==> src/rtl/pwm_servo_multich.sv <==
// pwm_servo_multich
//
// N-channel PWM generator sharing one prescaler and one step counter.
// Each channel has a duty value and a mode. In free mode the duty spans the
// whole period. In servo mode the duty maps into a SERVO_MIN..SERVO_MAX step
// window. Writes go into shadow (pending) registers. All channels copy pending
// into active together at the period wrap, so an output never changes its
// threshold part-way through a period.
//
// Ports:
//   clk           system clock
//   rst_n         synchronous reset, active HIGH (1 = reset)
//   ena           run enable; 0 freezes the counters and forces outputs low
//   wr_en         write strobe, one cycle per write
//   wr_ch         target channel of the write
//   wr_duty       duty value to write
//   wr_mode       0 = free PWM, 1 = servo
//   wr_ack        one-cycle pulse: write accepted
//   wr_err        one-cycle pulse: write rejected (wr_ch >= CHANNELS)
//   period_start  one-cycle pulse in the first cycle of step 0
//   pwm_out       registered PWM outputs, one bit per channel

module pwm_servo_multich #(
    parameter int CHANNELS  = 3,
    parameter int WIDTH     = 8,
    parameter int PRESCALE  = 10416,
    parameter int SERVO_MIN = 13,
    parameter int SERVO_MAX = 26
) (
    input  logic                                                clk,
    input  logic                                                rst_n,
    input  logic                                                ena,
    input  logic                                                wr_en,
    input  logic [((CHANNELS > 1) ? $clog2(CHANNELS) : 1)-1:0]  wr_ch,
    input  logic [WIDTH-1:0]                                    wr_duty,
    input  logic                                                wr_mode,
    output logic                                                wr_ack,
    output logic                                                wr_err,
    output logic                                                period_start,
    output logic [CHANNELS-1:0]                                 pwm_out
);

    localparam int CH_W   = (CHANNELS > 1) ? $clog2(CHANNELS) : 1;
    localparam int Q_W    = (PRESCALE > 1) ? $clog2(PRESCALE) : 1;
    localparam int THR_W  = WIDTH + 1;
    localparam int PROD_W = WIDTH + $clog2(SERVO_MAX) + 1;
    localparam int SPAN   = SERVO_MAX - SERVO_MIN;

    logic [Q_W-1:0]                      q;
    logic [WIDTH-1:0]                    d;
    logic                                tick;
    logic                                boundary;
    logic                                wr_valid;

    logic [CHANNELS-1:0][WIDTH-1:0]      pending_duty;
    logic [CHANNELS-1:0][WIDTH-1:0]      active_duty;
    logic [CHANNELS-1:0]                 pending_mode;
    logic [CHANNELS-1:0]                 active_mode;
    logic [CHANNELS-1:0][THR_W-1:0]      thr;

    assign tick     = ena && (q == Q_W'(PRESCALE - 1));
    assign boundary = tick && (d == {WIDTH{1'b1}});
    // One extra bit so the compare is not constant when CHANNELS is a power of two.
    assign wr_valid = wr_en && ({1'b0, wr_ch} < (CH_W + 1)'(CHANNELS));

    // Servo threshold: the product is kept at full width before the shift so
    // the floor is taken on the exact value.
    for (genvar i = 0; i < CHANNELS; i++) begin : g_thr
        logic [PROD_W-1:0] prod;
        assign prod   = PROD_W'(active_duty[i]) * PROD_W'(SPAN);
        assign thr[i] = active_mode[i] ? (THR_W'(SERVO_MIN) + THR_W'(prod >> WIDTH))
                                       : {1'b0, active_duty[i]};
    end

    // Prescaler and step counter; both hold while ena is low.
    always_ff @(posedge clk) begin
        if (rst_n) begin
            q <= '0;
            d <= '0;
        end else if (ena) begin
            if (q == Q_W'(PRESCALE - 1)) begin
                q <= '0;
            end else begin
                q <= q + 1'b1;
            end
            if (tick) begin
                d <= d + 1'b1;
            end
        end
    end

    // Write port and shadow transfer. A write landing in the boundary cycle
    // only reaches pending; active takes the value pending held before it.
    always_ff @(posedge clk) begin
        if (rst_n) begin
            pending_duty <= '0;
            pending_mode <= '0;
            active_duty  <= '0;
            active_mode  <= '0;
            wr_ack       <= 1'b0;
            wr_err       <= 1'b0;
        end else begin
            wr_ack <= wr_valid;
            wr_err <= wr_en && !wr_valid;
            for (int i = 0; i < CHANNELS; i++) begin
                if (wr_valid && (wr_ch == CH_W'(i))) begin
                    pending_duty[i] <= wr_duty;
                    pending_mode[i] <= wr_mode;
                end
            end
            if (boundary) begin
                active_duty <= pending_duty;
                active_mode <= pending_mode;
            end
        end
    end

    // Outputs compare the current step before it advances, giving one clock
    // of latency after d changes.
    always_ff @(posedge clk) begin
        if (rst_n) begin
            pwm_out      <= '0;
            period_start <= 1'b0;
        end else begin
            period_start <= boundary;
            for (int i = 0; i < CHANNELS; i++) begin
                pwm_out[i] <= ena && ({1'b0, d} < thr[i]);
            end
        end
    end

endmodule

==> config.mk <==
export PLATFORM = sky130hd
export DESIGN_NAME = pwm_servo_multich
export DESIGN_NICKNAME = d
export VERILOG_FILES = /design/src/rtl/pwm_servo_multich.sv
export SDC_FILE = /design/constraint.sdc
export NUM_CORES = 1
export LEC_CHECK = 0
export ABC_AREA = 1
export CELL_PAD_IN_SITES_DETAIL_PLACEMENT = 2
export CELL_PAD_IN_SITES_GLOBAL_PLACEMENT = 2
export CORE_ASPECT_RATIO = 0.9
export CORE_MARGIN = 2
export CORE_UTILIZATION = 36
export CTS_BUF_LIST = sky130_fd_sc_hd__clkbuf_4 sky130_fd_sc_hd__clkbuf_8 sky130_fd_sc_hd__clkbuf_16
export DETAILED_ROUTE_END_ITERATION = 7
export GPL_TIMING_DRIVEN = 0
export HOLD_SLACK_MARGIN = 0.06
export PLACE_DENSITY_LB_ADDON = 0.1
export SLEW_MARGIN = 20
export SYNTH_ARGS = -nofsm -noshare
export SYNTH_HDL_FRONTEND = slang
export SYNTH_SLANG_ARGS = --single-unit
==> constraint.sdc <==
create_clock -name clk -period 3.68 [get_ports clk]
set_clock_uncertainty 0.2 [all_clocks]
set_input_delay 1.104 -clock clk [delete_from_list [all_inputs] [get_ports clk]]
set_output_delay 1.104 -clock clk [all_outputs]
set_load 0.005 [all_outputs]
==> metrics.cfg, run 1 <==
[cts]
clkTransAtPathRegs_ps = 60
cts_tree = done
clockBufferDepth = 2
cts_buffers = 9
ctsHoldBuffers = 0
clock_latency_ps = 340
clockRootBuffer = clkbuf_16
clock_sinks = 82
htreeDepth = 3

[final_layout]
post-route-util_pct = 43.4
finalNetCount = 981
diodes = 0
multi_input_comb_area_mm2 = 0.00383
area_growth_pct = 17.8
drive_gt1_share_pct = 16.9
fillers = 1888
final-seq-area_mm2 = 0.00169

[floorplan]
core_area_mm2 = 0.0162
num_io_pins = 21
dieArea_mm2 = 0.0176
fp-row-count = 44
initial_utilization_pct = 36.8
fp.dieW_um = 140
die_h_um = 126

[worst_setup_path]
startpoint = active_duty[21]
setup.worst_path.start_class = register
worstSetupPathType = reg -> reg
endpoint_kind = register
required_ps = 3750
r2r-start = active_duty[21]
arrival_ps = 3590
crit_fanout = 5

[power_and_ir_drop]
powerDensity_mw_per_mm2 = 274
leakagePower_nw = 3.00
ir_drop_uv = 226

[sta]
finalHoldViolations = 0
finalCritPeriodShare_pct = 95.7
maxSlewViolCount = 0
whs_ps = 252
setup_viol_count_final = 0
worst_pin_slew_ps = 847
max_freq_ghz = 0.284
min_period_ps = 3520
maxSlewHeadroom_pct = 43.6

[global_routing]
grt_pass1_wl_um = 30200
grt_max_degree = 14
grt_overflow_total = 0
grt_usage_pct = 21.2
first_global_vias = 5994
antenna_found_initial = 0

[flow_run]
drv_cap = 0

[logic_synthesis]
synthesis.area_mm2 = 0.00596
avgSynthCellArea_um2 = 7.12
synth_fp_nets = 944
syn_inst = 837
synth_edf_count = 0
ys_types = 33
yosys_warnings = 0
async_reset_ff_share_pct = 0
synth.ff_latch_count = 82
synthFlopType = dfxtp_1
yosysSeqAreaShare_pct = 27.5

[routing]
top_layer_used = met4
routedWlPerCell_um = 16.9
drc = 0
ant_nets = 0
wl_met2_um = 9110
drt-initial-drc-count = 142
dr_total_vias = 5459
wl_met1_um = 8720
drt-total-wl_um = 18300
drt-vias-per-instance = 5.03
wl_met3_um = 383
firstDrtPassIters = 4

[place]
port_buffers = 19
dp_hpwl_um = 14800
routabilityCongestion = 0.783

[min_path]
min_from = pending_mode[2]
hold_class = reg -> reg

[run_status]
status = finished clean

## layout by cell type (no fill, tap or decap), types with 2 or more instances in the layout
| cell type | n |
|---|---|
| ha_4 | 10 |
| dfxtp_2 | 8 |
| nand3_1 | 44 |
| nor2_2 | 6 |
| clkdlybuf4s50_1 | 19 |
| clkbuf_1 | 12 |
| o21ai_0 | 38 |
| o22ai_1 | 3 |
| a21oi_1 | 60 |
| ha_2 | 2 |
| a21oi_2 | 26 |
| or2_2 | 3 |
| o21ai_2 | 5 |
| nand2_2 | 43 |
| o21ai_1 | 8 |
| dfxtp_4 | 9 |
| buf_6 | 3 |
| buf_4 | 7 |
| nand4_1 | 10 |
| nand2_1 | 168 |
| mux2i_1 | 3 |
| ha_1 | 68 |
| a211oi_1 | 4 |
| inv_1 | 149 |
| xor2_1 | 6 |
| o21a_1 | 4 |
| dfxtp_1 | 65 |
| inv_2 | 6 |
| nor2_1 | 45 |
| fa_1 | 12 |
| clkbuf_16 | 9 |
| nor3_1 | 8 |
## state kept, by name, indices dropped and copies added, names as in the netlist, 3 cells and up
name	flops
d	8
pending_duty	24
pending_mode	3
pwm_out	3
q	14
active_duty	24
active_mode	3
## final timing paths
kind	depth (start not counted)	slack, ps	to
min	2	250	pending_mode[2]
min reg2reg	2	250	pending_mode[2]
max reg2reg	21	160	pwm_out[2]
max	21	160	pwm_out[2]
## routing by layer
metal / track usage, % / up-vias
li1: - / 2757
met1: 27.8 / 2644
met2: 37.7 / 46
met3: 3.57 / 12
met4: 2.88 / 0
met5: 0 / -
## cells in the mapped netlist (3+ instances only)
library cell	count	area, um^2
nor2_1	50	188
nand2_2	30	188
inv_2	5	18.8
a21oi_2	20	175
a211oi_1	4	30.0
fa_1	12	240
o21a_1	4	30.0
dfxtp_1	82	1640
nand4_1	10	62.6
nor3_1	8	40.0
mux2i_1	3	30.0
inv_1	150	563
xor2_1	6	52.6
o22ai_1	3	18.8
nand3_1	44	220
or2_2	3	18.8
nand2_1	181	679
buf_6	3	33.8
ha_1	80	1000
clkbuf_1	12	45.0
o21ai_1	8	40.0
o21ai_0	43	215
a21oi_1	66	330
## repair_timing
item | in CTS | in global routing
setup endpoints to repair | 3 | 3
buffers inserted | 0 | 7
gates resized for setup | 10 | 63
pin swaps | 1 | 13
## power breakdown
group / leakage [nW] / switching [mW] / internal, mW
Combinational: 2.18 / 0.0563 / 0.0317
Sequential: 0.676 / 0.0123 / 0.899
Clock: 0.145 / 0.372 / 0.550
## per-stage QoR
stage / cells / total power [mW] / area [um^2] / worst slack, ps / setup TNS (ps)
final: 1085 / 1.92 / 7020 / 160 / 0
after detailed placement: 1063 / 1.03 / 6410 / -47.3 / -76.7
after global routing: 1085 / 2.00 / 7020 / -75.0 / -167
after CTS: 1078 / 1.95 / 6730 / 0.206 / 0
after floorplan: 837 / 0.981 / 5960 / 490 / 0
after global placement: 1063 / 1.02 / 6410 / 114 / 0
## critical path: stages, from the launching register on
cell,delay [ps]
dfxtp_4,370
ha_1,270
inv_1,50
fa_1,510
inv_1,80
ha_4,280
nand2_1,80
nor2_1,110
nand2_1,110
nand3_1,100
nand2_1,80
nand2_1,80
inv_1,60
ha_2,180
xor2_1,160
o21bai_1,150
ha_1,250
nand2_1,60
inv_1,40
nand2_1,70
nand2_1,60
a21oi_1,110
## logic make-up after synthesis
logic type / after synthesis / synth area share (%)
AOI/OAI and AO/OA: 149 / 14.2
and+or+nand+nor: 331 / 24.1
muxes: 3 / 0.504
adders and majority gates: 92 / 20.8
xor gates and xnor gates: 6 / 0.882
buffers and inverters: 174 / 11.9
DFF: 82 / 27.5
## final cells by class
class                           count  share of cell area (%)
Tap cell                          207                    3.69
Sequential cell                    82                    24.0
Timing Repair Buffer               26                    3.46
Clock buffer                       11                    3.51
Multi-Input combinational cell    581                    54.5
Buffer                             18                    1.68
Inverter                          156                    8.41
Clock inverter                      4                   0.731
Note: power is estimated with default switching activity, not from simulation.
==> inputs of run 2 (changes only) <==
CTS_CLUSTER_DIAMETER = 60   (was unset)
==> results of run 2 <==
Same layout as run 1: the final DEF is identical, and so are final timing and power.
==> inputs of run 3 (changes only) <==
REMOVE_ABC_BUFFERS = 1   (was unset)
==> run 3 against run 2 <==
Against the previous run: clock power increased by 0.9%; sequential power about the same; first-iteration DRC count increased by 36%; total power increased by 0.42%; register-to-register slack about the same; worst setup slack got worse by 7.1 ps; combinational power increased by 0.6%; design area increased by 2.2%; global-route usage decreased by 0.51 points; utilization increased by 0.96 points.
==> metrics.cfg, run 3 (synthesis gave the netlist of run 1 again) <==
[routing]
ant_nets = 0
routedWlPerCell_um = 17.6
drc = 0
drt-initial-drc-count = 193
drt-vias-per-instance = 5.15
firstDrtPassIters = 4
dr_total_vias = 5547
drt-total-wl_um = 19000

[worst_setup_path]
r2r-start = active_duty[19]
arrival_ps = 3590
required_ps = 3750
cpPeakStageDelay_ps = 520
cp-endpoint = pwm_out[2]
endpoint_kind = register
cp_slowest_cell = fa_1
worst-path-buf-inv = 4
cpMostUsedCell = nand2_1
cp_cell_sequence = ha_1, inv_1, fa_1, inv_1, ha_4, nand2_4, nor2_4, nand2_2, nand3_2, nand2_2, nand2_1, inv_2, ha_4, xor2_1, o21bai_1, ha_1, nand2_1, inv_1, nand2_1, nand2_1, a21oi_2
crit_cells = 21
crit_fanout = 5
cp_top_family = adder cells
setup.worst_path.start_class = register
worstSetupPathType = reg -> reg
reg2reg_depth = 21
startpoint = active_duty[19]
r2r_end = pwm_out[2]
r2r_setup_slack_ps = 150

[global_routing]
first_global_vias = 6061
antenna_found_initial = 0
grt_overflow_total = 0
grt_max_degree = 38
grt_pass1_wl_um = 30000
grt_usage_pct = 20.7

[cts]
clock_sinks = 82
ctsHoldBuffers = 0
clockRootBuffer = clkbuf_16
clockBufferDepth = 2
clkTransAtPathRegs_ps = 70
cts_buffers = 9
htreeDepth = 3
cts_tree = done
clock_latency_ps = 350

[place]
port_buffers = 20
routabilityCongestion = 0.788
dp_hpwl_um = 13600
dp_cells = 1047

[power_and_ir_drop]
p_switching_uw = 467
p_int_mw = 1.46
power_frac_seq_pct = 47.2
pwr-share-clk_pct = 48.2
leakagePower_nw = 3.07
ir_drop_uv = 231
powerDensity_mw_per_mm2 = 269
netSwitchingFraction_pct = 24.2
power.total_mw = 1.93
comb_power_share_pct = 4.6

[floorplan]
initial_utilization_pct = 36.8
fp-row-count = 44
dieArea_mm2 = 0.0176
num_io_pins = 21
fp.dieW_um = 140
core_area_mm2 = 0.0162
die_h_um = 126

[sta]
finalCritPeriodShare_pct = 95.8
finalHoldViolations = 0
worst_pin_slew_ps = 913
setup_viol_count_final = 0
min_period_ps = 3530
maxSlewHeadroom_pct = 38.9
maxSlewViolCount = 0
max_freq_ghz = 0.284

[final_layout]
finalNetCount = 973
multi_input_comb_area_mm2 = 0.00400
fillers = 1895
final-seq-area_mm2 = 0.00169
fin_cells = 1078
drive_gt1_share_pct = 21.6
top_regs = active_duty (24), pending_duty (24), q (14)
area_growth_pct = 20.4
final_cell_mix = nand2_1 (156), inv_1 (141), dfxtp_1 (65)
diodes = 0
final_common_cell = nand2_1

[min_path]
hold_class = reg -> reg

[flow_run]
drv_cap = 0

[run_status]
status = finished clean

[run 3: cell types whose count changed in the layout (fill, tap and decap cells not counted), moves of 7 or more]
cell	before	now
nand2_2	43	52
clkbuf_1	12	0
inv_2	6	13
nand2_1	168	156
buf_4	7	15
inv_1	149	141
[run 3: power by group through the flow]
| stage | clock (mW) | combinational, mW | sequential [mW] |
|---|---|---|---|
| detailed placement | 0 | 0.0871 | 0.938 |
| CTS | 0.952 | 0.0897 | 0.918 |
| floorplan | 0 | 0.0383 | 0.934 |
| finish | 0.930 | 0.0886 | 0.911 |
| global placement | 0 | 0.0796 | 0.937 |
| global route | 0.993 | 0.100 | 0.912 |
[run 3: per-stage QoR]
stage,instance area (um^2),util (%),setup TNS [ps],setup slack (ps),hold slack [ps]
finish,7170,44.3,0,153,250
global route,7170,44.3,-191,-90.6,272
floorplan,5840,-,0,491,224
detailed placement,6320,39.1,-148,-106,242
global placement,6300,38.9,-20010,-865,237
CTS,6650,41.1,0,3.29,254
[run 3: worst min path at each step]
stage                             to  slack [ps]  cells after the start              from
finish              pending_duty[16]         250                      2  pending_duty[16]
global route        pending_duty[16]         270                      2  pending_duty[16]
CTS                 pending_duty[16]         250                      2  pending_duty[16]
detailed placement  pending_duty[21]         240                      2  pending_duty[21]
global placement    pending_duty[22]         240                      2  pending_duty[22]
floorplan           pending_duty[15]         220                      2  pending_duty[15]
[run 3: area by class of cell]
type	count	share of cell area, %
well taps	207	3.61
flip-flops and latches	82	23.6
multi-input cells	581	55.7
clock inverters	7	1.06
inverters	156	8.27
repair buffers	36	4.67
clock buffers	9	3.14
[run 3: layer usage]
layer / vias to the layer above / track usage (%) / wire length (um)
met3: 11 / 3.42 / 352
met4: 0 / 3.29 / 83
met1: 2774 / 27.0 / 8810
met2: 30 / 36.7 / 9730
met5: - / 0 / 0
li1: 2732 / - / -
[run 3: timing repair]
action | CTS | global route
pin swaps | 1 | 37
setup endpoints to repair | 2 | 3
setup buffers | 0 | 15
resized for setup | 10 | 108
[run 3: worst min-delay path, delay by kind of cell (launching register included)]
family	cells	cell delay [ps]
DFF	1	310
buffers and inverters	1	50
AOI/OAI and AO/OA	1	50
==> patch, RTL diff (flow settings as in run 3) <==
`CHANNELS`: 3 -> 2.
--- a/src/rtl/pwm_servo_multich.sv
+++ b/src/rtl/pwm_servo_multich.sv
@@ -21,7 +21,7 @@
 //   pwm_out       registered PWM outputs, one bit per channel
 
 module pwm_servo_multich #(
-    parameter int CHANNELS  = 3,
+    parameter int CHANNELS  = 2,
     parameter int WIDTH     = 8,
     parameter int PRESCALE  = 10416,
     parameter int SERVO_MIN = 13,
Ports: changed (resized pwm_out and wr_ch); port bits go from 21 to 19. No check against the original RTL was run, so the function may have changed too.
==> patch against run 3 <==
Routed wire length down 26%. Total power decreased by 12%. Clock power is essentially flat. Cell count shrank 27%. Die area decreased by 27%. Sequential power fell by 24%. Worst setup slack better by 0.0039 ns. Cell area down 29%. Sequential cell count is 20 lower. Area after synthesis fell by 28%. Critical path type unchanged. Fmax rose by 0.11%.
==> patch: results (changes against run 3) <==
run status = completed
1st-pass router iterations = 4 (unchanged)
Critical Path End = pwm_out[1]
mux contribution to synthesized area = 0.00699 (+0.00195)
hold path cells = 2 (unchanged)
flop2flop setup slack = 0.16 ns
synth unique cells = 36 (+9.1%)
largest registers = active_duty x16, pending_duty x16, q x14
share of layout cells above drive strength 1 = 0.143 (-0.0728)
wire per inst = 17.7 um (+0.75%)
total CTS buffers = 9 (unchanged)
Non-Filler Instances = 792 (-27%)
worst hold path type = flip-flop to flip-flop
GRT Util Overall = 0.225 (+0.0178)
commonest cells in the netlist = nand2_1, inv_1, nor2_1, dfxtp_1, ha_1
GPL Wtd Cong = 0.751 (-4.7%)
relative slew slack = 0.328 (-0.0606)
Hold Slack = 0.261 ns (+0.0110 ns)
sequential share of the synthesized area = 0.289 (+0.0134)
worst vdd ir = 0.000252 V (+9.0%)
Skew-Pair Late Insertion Delay = 0.34 ns
Compound-Gate Fraction of Synth Area = 0.119 (-0.0227)
Crit-path slowest cell = fa_1
Synth Area in Adders = 0.195 (-0.0137)
largest net degree at the start of global routing = 29 (-24%)
Area contributors post-synth = dfxtp_1, ha_1, nand2_1
Hold Crit Start = pending_duty[10]
DP Cell Count = 774 (-26%)
Crit Reg-Reg Startpoint = active_duty[12]
port buffer count = 17 (-15%)
Post-DP Area = 4600 um2 (-27%)
Max Slew Vio Count = 0 (unchanged)
Min-Delay Endpoint = active_duty[10]
top_reg_cell synth = dfxtp_1
Leakage = 2.25 nW (-27%)
Top delay family on crit path = adder cells
Mapped Cells = 611 (-27%)
DP HPWL = 10.1 mm (-26%)
XOR/XNOR Fraction of Synth Area = 0.0122 (+0.00341)
Int Power = 1.32 mW (-9.8%)
Initial DRC Count = 147 (-24%)
vias in the first global route = 4519 (-25%)
number of fill cells = 1309 (-31%)
Root Buffer = clkbuf_16
Yosys reg bits = 62 (-24%)
Layout Nets = 707 (-27%)
Worst-path clk slew = 0.06 ns
crit-path max FO = 5 (unchanged)
first-pass GRT wire length = 22.8 mm (-24%)
vias = 4083 (-26%)
R2R depth = 21 (unchanged)
==> patch: changes by cell type in the layout (fill, tap and decap cells not counted), moves of 17 or more <==
| cell | run 3 | this run |
|---|---|---|
| ha_1 | 63 | 45 |
| nand3_1 | 42 | 25 |
| nor2_1 | 41 | 77 |
| nand2_2 | 52 | 22 |
| a21oi_1 | 59 | 30 |
| inv_1 | 141 | 87 |
| nand2_1 | 156 | 126 |
==> patch: area by class of cell <==
class	count	share of cell area
Clock buffer	11	0.0468
Inverter	94	0.0698
Multi-Input combinational cell	445	0.547
Clock inverter	5	0.0163
Tap cell	156	0.0381
Sequential cell	62	0.246
Timing Repair Buffer	19	0.0351
==> patch: per-stage QoR <==
step	setup TNS (ns)	util	setup slack, ns
6_report	0	0.445	0.157
3_5_place_dp	-0.113	0.399	-0.0604
3_3_place_gp	-20.36	0.399	-0.934
5_1_grt	-0.0927	0.445	-0.0504
4_1_cts	0	0.430	0.00339
2_1_floorplan	0	-	0.459
==> patch: timing repair <==
item / CTS / global route
setup buffers: 0 / 2
gates resized for setup: 13 / 37
endpoints found under the setup margin: 2 / 2
hold buffers: 0 / 0
pin swaps: 0 / 10
==> patch: layer usage <==
metal,GRT usage,share of wire
met1,0.290,0.46
met2,0.392,0.50
met3,0.0445,0.030
met4,0.0434,0.0091
met5,0,0
==> patch: power by group through the flow <==
stage / Combinational [mW] / Clock, mW / Sequential, mW
final: 0.0696 / 0.932 / 0.695
after global routing: 0.0796 / 0.982 / 0.696
after CTS: 0.0698 / 0.948 / 0.698
after detailed placement: 0.0670 / 0 / 0.712
after global placement: 0.0643 / 0 / 0.711
after floorplan: 0.0311 / 0 / 0.709
